<file path="config.mk">
export PLATFORM = sky130hd
export DESIGN_NAME = gan_result_streamer
export DESIGN_NICKNAME = d
export VERILOG_FILES = /design/src/rtl/gan_result_streamer.sv
export SDC_FILE = /design/constraint.sdc
export NUM_CORES = 1
export LEC_CHECK = 0
export CAP_MARGIN = 10
export CORE_ASPECT_RATIO = 1.5
export CORE_MARGIN = 4
export CORE_UTILIZATION = 40
export DETAILED_ROUTE_END_ITERATION = 8
export PLACE_DENSITY = 0.67
export SYNTH_ARGS = -nofsm -noshare
export SYNTH_HDL_FRONTEND = slang
export SYNTH_SLANG_ARGS = --single-unit
</file>
<file path="constraint.sdc">
create_clock -name clk -period 29.8 [get_ports clk]
set_input_delay 4.47 -clock clk [delete_from_list [all_inputs] [get_ports clk]]
set_output_delay 4.47 -clock clk [all_outputs]
set_load 0.01 [all_outputs]
</file>
<file path="src/rtl/gan_result_streamer.sv">
// Captures one GAN frame (generator pixels plus discriminator score), classifies the score
// and streams the ten words to the host over a valid/ready interface.
//
// state     | meaning
// IDLE      | waiting for the generator to finish a frame
// WAIT_DISC | pixels captured, waiting for the discriminator score
// STREAM    | presenting buffered words idx 0..N_PIX, one per accepted beat
// DONE      | one idle-output cycle after the score word, then back to IDLE
module gan_result_streamer #(
  parameter int WIDTH  = 32,
  parameter int N_PIX  = 9,
  parameter int THRESH = 0
) (
  input  logic                   clk,
  input  logic                   rst,
  input  logic                   gen_finish,
  input  logic                   disc_finish,
  input  logic [N_PIX*WIDTH-1:0] pixels,
  input  logic [WIDTH-1:0]       score,
  output logic [WIDTH-1:0]       m_data,
  output logic [3:0]             m_idx,
  output logic                   m_valid,
  input  logic                   m_ready,
  output logic                   m_last,
  output logic                   is_real,
  output logic                   class_valid,
  output logic                   busy,
  output logic                   overrun
);

  typedef enum logic [1:0] {IDLE, WAIT_DISC, STREAM, DONE} state_t;

  localparam logic signed [WIDTH-1:0] THRESH_W = WIDTH'(THRESH);
  localparam logic [3:0]              LAST_IDX = 4'(N_PIX);

  state_t           state, state_nxt;
  logic             gen_q, disc_q;
  logic             gen_rise, disc_rise;
  logic             cap_pix, cap_score, beat;
  logic [3:0]       idx;
  logic [WIDTH-1:0] word_buf [N_PIX+1];

  assign gen_rise  = gen_finish & ~gen_q;
  assign disc_rise = disc_finish & ~disc_q;
  assign beat      = (state == STREAM) & m_ready;

  assign m_valid = (state == STREAM);
  assign m_last  = m_valid & (idx == LAST_IDX);
  assign busy    = (state != IDLE);
  assign m_idx   = idx;
  assign m_data  = word_buf[idx];

  always_comb begin
    state_nxt = state;
    cap_pix   = 1'b0;
    cap_score = 1'b0;
    case (state)
      IDLE: begin
        if (gen_rise) begin
          cap_pix = 1'b1;
          if (disc_rise) begin
            cap_score = 1'b1;
            state_nxt = STREAM;
          end else begin
            state_nxt = WAIT_DISC;
          end
        end
      end
      WAIT_DISC: begin
        if (disc_rise) begin
          cap_score = 1'b1;
          state_nxt = STREAM;
        end
      end
      STREAM: begin
        if (beat && (idx == LAST_IDX)) state_nxt = DONE;
      end
      DONE:    state_nxt = IDLE;
      default: state_nxt = IDLE;
    endcase
  end

  always_ff @(posedge clk or posedge rst) begin
    if (rst) begin
      state       <= IDLE;
      gen_q       <= 1'b0;
      disc_q      <= 1'b0;
      idx         <= '0;
      is_real     <= 1'b0;
      class_valid <= 1'b0;
      overrun     <= 1'b0;
    end else begin
      state  <= state_nxt;
      gen_q  <= gen_finish;
      disc_q <= disc_finish;
      if (gen_rise && (state != IDLE)) overrun <= 1'b1;
      // Score capture wins over the pixel-capture clear when both rise together.
      if (cap_score) begin
        class_valid <= 1'b1;
        is_real     <= ($signed(score) >= THRESH_W);
      end else if (cap_pix) begin
        class_valid <= 1'b0;
      end
      if (cap_score) begin
        idx <= '0;
      end else if (beat) begin
        idx <= (idx == LAST_IDX) ? 4'd0 : idx + 4'd1;
      end
    end
  end

  always_ff @(posedge clk or posedge rst) begin
    if (rst) begin
      for (int k = 0; k <= N_PIX; k++) word_buf[k] <= '0;
    end else begin
      if (cap_pix) begin
        for (int k = 0; k < N_PIX; k++) word_buf[k] <= pixels[k*WIDTH +: WIDTH];
      end
      if (cap_score) word_buf[N_PIX] <= score;
    end
  end

endmodule

</file>
==> Word-level counts from Yosys, hierarchy flattened <==
Cells that the tools add are included.
W data, S select, Z words.
{ "op_classes": {"bitwise_logic": 7, "shifts": 0, "n_eq_ne": 7, "add_sub_neg": 1, "n_reduce_logical": 7, "n_mux": 18, "div": 0, "n_mul": 0, "order_cmp": 2} }
{ "ops": {"columns": ["operator", "n"], "rows": [
  ["$bmux W32 S4", 1],
  ["$mux W32", 2],
  ["$ge A32 B1 Y1 const B", 1],
  ["$mux W4", 3],
  ["$mux W2", 4],
  ["$pmux W2 S4", 1],
  ["$mux W1", 6],
  ["$reduce_bool A2 Y1", 3],
  ["$ge A5 B5 Y1 const B", 1],
  ["$not A4 Y5", 1],
  ["$add A4 B1 Y4 const B", 1],
  ["$and A1 B1 Y1", 4],
  ["$eq A2 B2 Y1 const B", 2],
  ["$eq A4 B4 Y1 const B", 1],
  ["$ne A2 B2 Y1 const B", 2],
  ["$reduce_and A3 Y1", 1],
  ["$eq A2 B1 Y1 const B", 1],
  ["$logic_and A1 B1 Y1", 2],
  ["$logic_not A2 Y1", 1],
  ["$ne A2 B1 Y1 const B", 1],
  ["$not A1 Y1", 2],
  ["$pmux W1 S2", 1]
]} }
{ "word_totals": {"wordCells": 59, "mem_bits_ro": 0, "register_bits": 331, "ramBits": 0, "n_memories": 0, "output_inout_bits": 42, "latchBits": 0, "input_bits": 325} }

==> Depth between registers and ports, before layout <==
{ "logic_depth": {"depth_word": 6, "mapped_depth": 8, "depth_no_buf": 5} }

==> Worst setup path before layout <==
Ideal clock, no wire load.
{ "synth_timing": {"path_kind": "register to output", "from": "reg idx[0] (netlist: m_idx[0])", "to": "out m_data[10]", "path_buffers": 3, "t_arrival_ps": 1546, "setup_slack_ps": 23784, "t_required_ps": 25330, "stages_incl_launch_ff": 7, "cell_sequence": "dfrtp_1 -> buf_2 -> buf_2 -> buf_2 -> mux2_2 -> nand2_1 -> o21ai_0"} }
{ "synth_via": {"elab_chain_cells": 4} }
{ "synth_lines": {"columns": ["element", "line", "rtl"], "rows": [
  ["start, declared", "40", "logic [3:0] idx;"],
  ["start signal, assigned", "107", "idx <= (idx == LAST_IDX) ? 4'd0 : idx + 4'd1;"],
  ["$not A4 Y5 (implied by the code)", "51", "assign m_data = word_buf[idx];"],
  ["$bmux W32 S4", "51", null],
  ["$mux W32 (implied by the code) (2 in series)", "51", null],
  ["end, declared", "20", "output logic [WIDTH-1:0] m_data,"]
]} }
No other way between the ends. The select of a mux whose other input is x is not followed.

==> Worst setup path after layout <==
{ "layout_timing": {"from": "reg idx[0] (netlist: m_idx[0])", "to": "out m_data[23]"} }
The elaborated chain is that of the path after synthesis.

==> out/qor.yml <==
outcome: "finished, final reports clean"
reg2regPathDepth: 7
tritoncts: "done"
pwr_density_cell_mw_per_mm2: 98.2
tns_ns: 0
synth_cell_type_count: 31
finClkSkew_ns: 0.0178
cts_setup_buffers: 0
hp-class: "flip-flop to flip-flop"
layout_common_cells: "nand2_1 (903), clkdlybuf4s50_1 (366), dfrtp_1 (328), mux2_2 (115)"
htree_levels: 2
initial_core_util_pct: 40.6
routabilityCongestion: 0.888
die_y_um: 247
drive_gt1_share_pct: 12.0
rows: 87
clk_path_buf_depth: 3
portBuffers: 366
cp_data_arrival_time_ns: 4.24
worstHoldStart: "word_buf[202]$_DFFE_PP0P_"
drv_slew: 0
r2r_end: "word_buf[93]$_DFFE_PP0P_"
max_cap_viol_count: 0
syn2layout_area_growth_pct: 33.5
hold_buffers: 0
cp_max_fo: 74
synth_edf_count: 0
synth-seq-cells: 331
ant_nets: 0
drt_iter0_drc: 787
syn_nets: 1967
synth.cell_area_mm2: 0.0153
async_reset_ff_share_pct: 100
hold_violations: 0
yosys_warnings: 0
start_kind: "flip-flop"
min_path_cells: 2
fmax_mhz: 115
path_clk_slew_ns: 0.06
routedWlPerCell_um: 19.4
core_area_mm2: 0.0377
cts_resized: 0
drt-pass1-iter-count: 5
postSynthAreaPerCell_um2: 9.34
wirelength_um: 48100
antenna_found_initial: 14
hold_path_end: "word_buf[202]$_DFFE_PP0P_"
rsz0062_at_grt: "false"
grt_pass1_vias: 12742
slew_headroom_pct: 24.6
hpwl_um: 33200
overflow: 0
die_area_mm2: 0.0414
drc_errors: 0
numCtsBuffers: 34
placedCellCount: 2404
final_common_cell: "nand2_1"
reg2reg_slack_ns: 26.17
instances_no_fill: 2475
synth_flop_cell: "dfrtp_1"
io-pin-count: 367
worstSetupPathType: "flip-flop to primary output"
fill_cells: 3427
p_leak_nw: 9.81
num_vias: 12469
rr_startpoint: "state[0]$_DFFE_PP0P_"
syn_inst: 1636
tightest_slew_ns: 1.13
period_needed_ns: 8.71
cp.required_ns: 25.33
root_buffer: "clkbuf_16"
fin_crit_sh_pct: 29.2
grt_max_degree: 100
dieWidth_um: 168
via_per_inst: 5.04
ir_drop_mv: 0.0553
layout.nets: 2283
clkSinkCount: 331
cp-end-kind: "primary output"
grt_pass1_wl_um: 73300
finalSetupViolations: 0
clk_latency_ns: 0.52
grt_usage_pct: 22.6
synth-seq-area-share_pct: 54.2
==> worst max path at each step <==
stage | start | end | slack (ns) | depth (start not counted)
finish | m_idx[0]$_DFFE_PP0P_ | m_data[23] | 21.09 | 5
global route | m_idx[0]$_DFFE_PP0P_ | m_data[23] | 20.90 | 5
CTS | m_idx[0]$_DFFE_PP0P_ | m_data[12] | 21.07 | 5
detailed placement | m_idx[0]$_DFFE_PP0P_ | m_data[12] | 21.63 | 5
global placement | m_idx[0]$_DFFE_PP0P_ | m_data[23] | 21.63 | 5
floorplan | rst | class_valid$_DFFE_PP0P_ | 16.16 | 1
==> synth_stat cells (all sizes together), types with 3 or more instances <==
master,n,area share [%]
nand2,903,22
dfrtp,331,54
mux2,129,9.9
buf,60,2.2
clkbuf,43,1.1
o21ai,35,1.1
mux4,32,4.7
nor2,32,0.79
o221ai,32,1.8
inv,7,0.17
ha,6,0.49
a21boi,3,0.15
nand2b,3,0.12
or3,3,0.12
==> cell families (layout without fill, tap and decap cells) <==
group / count (synthesis) / count (layout) / share of synthesized area, %
adders and majority gates: 6 / 6 / 0.491
AOI/OAI and AO/OA: 74 / 74 / 3.38
DFF: 331 / 331 / 54.2
muxes: 163 / 163 / 14.7
other: 0 / 13 / 0
buffers and inverters: 111 / 448 / 3.48
and+or+nand+nor: 951 / 951 / 23.7
==> state kept, by name, indices dropped and copies added, names as in the netlist <==
signal	count
disc_q	1
word_buf	320
is_real	1
state	2
gen_q	1
overrun	1
m_idx	4
class_valid	1
==> cell type report <==
cell class	instances	area [µm²]	area share (%)
diodes	13	32.5	0.160
clock buffers	50	1030	5.06
clock inverters	7	114	0.558
inverters	8	37.5	0.184
multi-input cells	1194	6480	31.8
flip-flops and latches	331	8290	40.6
well taps	489	612	3.00
repair buffers	383	3800	18.6
==> critical path, stage by stage (launching register included) <==
cell and delay (ns):
dfrtp_4 1.17, buf_4 0.88, mux4_2 0.61, nor2_1 0.17, o21ai_0 0.22, clkdlybuf4s50_1 0.54
==> through the flow <==
step                      util [%]  worst slack [ns]  hold WS (ns)  total power, mW  area [µm²]
after floorplan                  -             16.16         0.440             1.25       15300
after global placement        51.0             21.63         0.452             1.55       19200
after detailed placement      51.0             21.63         0.459             1.57       19200
after CTS                     54.0             21.07         0.473             2.02       20300
after global routing          54.1             20.90         0.486             2.14       20400
final                         54.1             21.09         0.469             2.00       20400
==> power by group <==
group,leakage (nW),switching (mW),internal (mW)
registers,4.10,0.139,0.657
clock network,0.568,0.175,0.265
logic,5.14,0.367,0.398
==> layer usage <==
| metal | global-route usage (%) | wire (µm) |
|---|---|---|
| met2 | 36.5 | 23200 |
| met5 | 0 | 13 |
| met1 | 30.2 | 20300 |
| met3 | 4.08 | 2810 |
| met4 | 9.70 | 1820 |
Note: power is estimated with default switching activity, not from simulation.
==> variant: new RTL, same settings <==
Make the reset (`rst`) synchronous in 2 clocked blocks.
--- a/src/rtl/gan_result_streamer.sv
+++ b/src/rtl/gan_result_streamer.sv
@@ -81,5 +81,5 @@
   end
 
-  always_ff @(posedge clk or posedge rst) begin
+  always_ff @(posedge clk) begin
     if (rst) begin
       state       <= IDLE;
@@ -110,5 +110,5 @@
   end
 
-  always_ff @(posedge clk or posedge rst) begin
+  always_ff @(posedge clk) begin
     if (rst) begin
       for (int k = 0; k <= N_PIX; k++) word_buf[k] <= '0;
Check against the original RTL: differs if rst is asserted again (counterexample within 4 cycles, from zero or initial values and one cycle with rst high); with rst held inactive, the same outputs for 4 cycles.
==> variant against the unedited design <==
Setup slack improved by 0.23 ns; register-to-register slack about the same; synthesized area hardly changed; global-route usage is 4.1 points lower; sequential cell count is 4 higher; final area down 1.1%; wire length is 17% lower; critical path type unchanged; highest routed layer unchanged.
Power is not compared: it rests on default switching activity, and its combinational part moved more than twofold at a synthesized area within 25%.
==> variant: results (changes against the unedited design) <==
[outcome]
outcome=complete, no violations

[logic_synthesis]
synth-xor-area-share_pct=0.115  ; +0.11 points
yosysUniqueCellTypes=39  ; +26%
syn_area_per_cell_um2=14.1  ; +51%
seq_area_frac_synth_pct=64.8  ; +11 points

[grt]
grt_util_met1_pct=22.8  ; -7.4 points
grtUsageMet3_pct=2.60  ; -1.5 points
grt_pass1_wl_um=58500  ; -20%
antenna_found_initial=15  ; +1
grt_use_met2_pct=33.0  ; -3.5 points

[placed_design]
place_inst=1867  ; -22%
dpl.hpwl_um=27900  ; -16%
gp_congestion=0.818  ; -7.9%
pre_cts_ws_ns=21.09  ; -0.540 ns
placed_cell_area_mm2=0.0192  ; about the same

[min_path]
holdCritStartpoint=class_valid$_SDFFE_PP0P_
hold-path-endpoint=class_valid$_SDFFE_PP0P_

[routing]
wl_met3_um=2070  ; -26%
viasPerCell=5.01  ; -0.62%
wl_met1_um=15800  ; -22%
drt_iter0_drc=761  ; -3.3%

[finish]
multi_input_gates=662  ; -45%
design.seq.count=335  ; +1.2%
area_share_nonclk_buffers_pct=18.5  ; -0.10 points
seq_share_pct=49.2  ; +8.5 points
layout-drive-gt1-share_pct=10.9  ; -1.1 points
nonClockInverterCount=7  ; -1
n_antenna_cell=12  ; -1
stdcell_count=1933  ; -22%
post-route-util_pct=53.5  ; -0.60 points

[critical_path]
slowest_delay_ns=0.91  ; -0.26 ns
timing.rr.start=state[0]$_SDFFE_PP0P_
reg2reg_depth=6  ; -1
slowest_stage=buf_4
arrival_ns=4.01  ; -0.23 ns
worstSetupEndpoint=m_data[18]
r2r-end=word_buf[2][15]$_SDFFCE_PN0P_

[cts]
numCtsBuffers=30  ; -12%
cts_max_level=1  ; -1

-- variant: cell types whose count changed after synthesis, moves of 22 or more --
cell      change
o21ai_0      -33
and3_1       +32
mux2i_1      +63
a22oi_1      +24
mux4_2       -32
and2_1      +287
dfrtp_1     -331
nand2_1     -864
o21ai_1      +32
nor2_1       -22
edfxtp_1    +320
-- variant: worst reg2reg max path: stages (launching register included) --
cell and delay [ns]:
dfxtp_1 0.32, inv_1 0.10, ha_1 0.30, nand3b_2 0.20
nand2_4 0.73, buf_4 0.73, buf_4 0.85
-- variant: power groups by stage --
stage / registers [W] / logic, W / clock network, W
after global routing: 0.000653 / 0.000296 / 0.000409
after global placement: 0.000651 / 0.000272 / 0
after detailed placement: 0.000656 / 0.000276 / 0
after floorplan: 0.000659 / 0.000171 / 0
after CTS: 0.000646 / 0.000277 / 0.000391
final: 0.000645 / 0.000274 / 0.000381
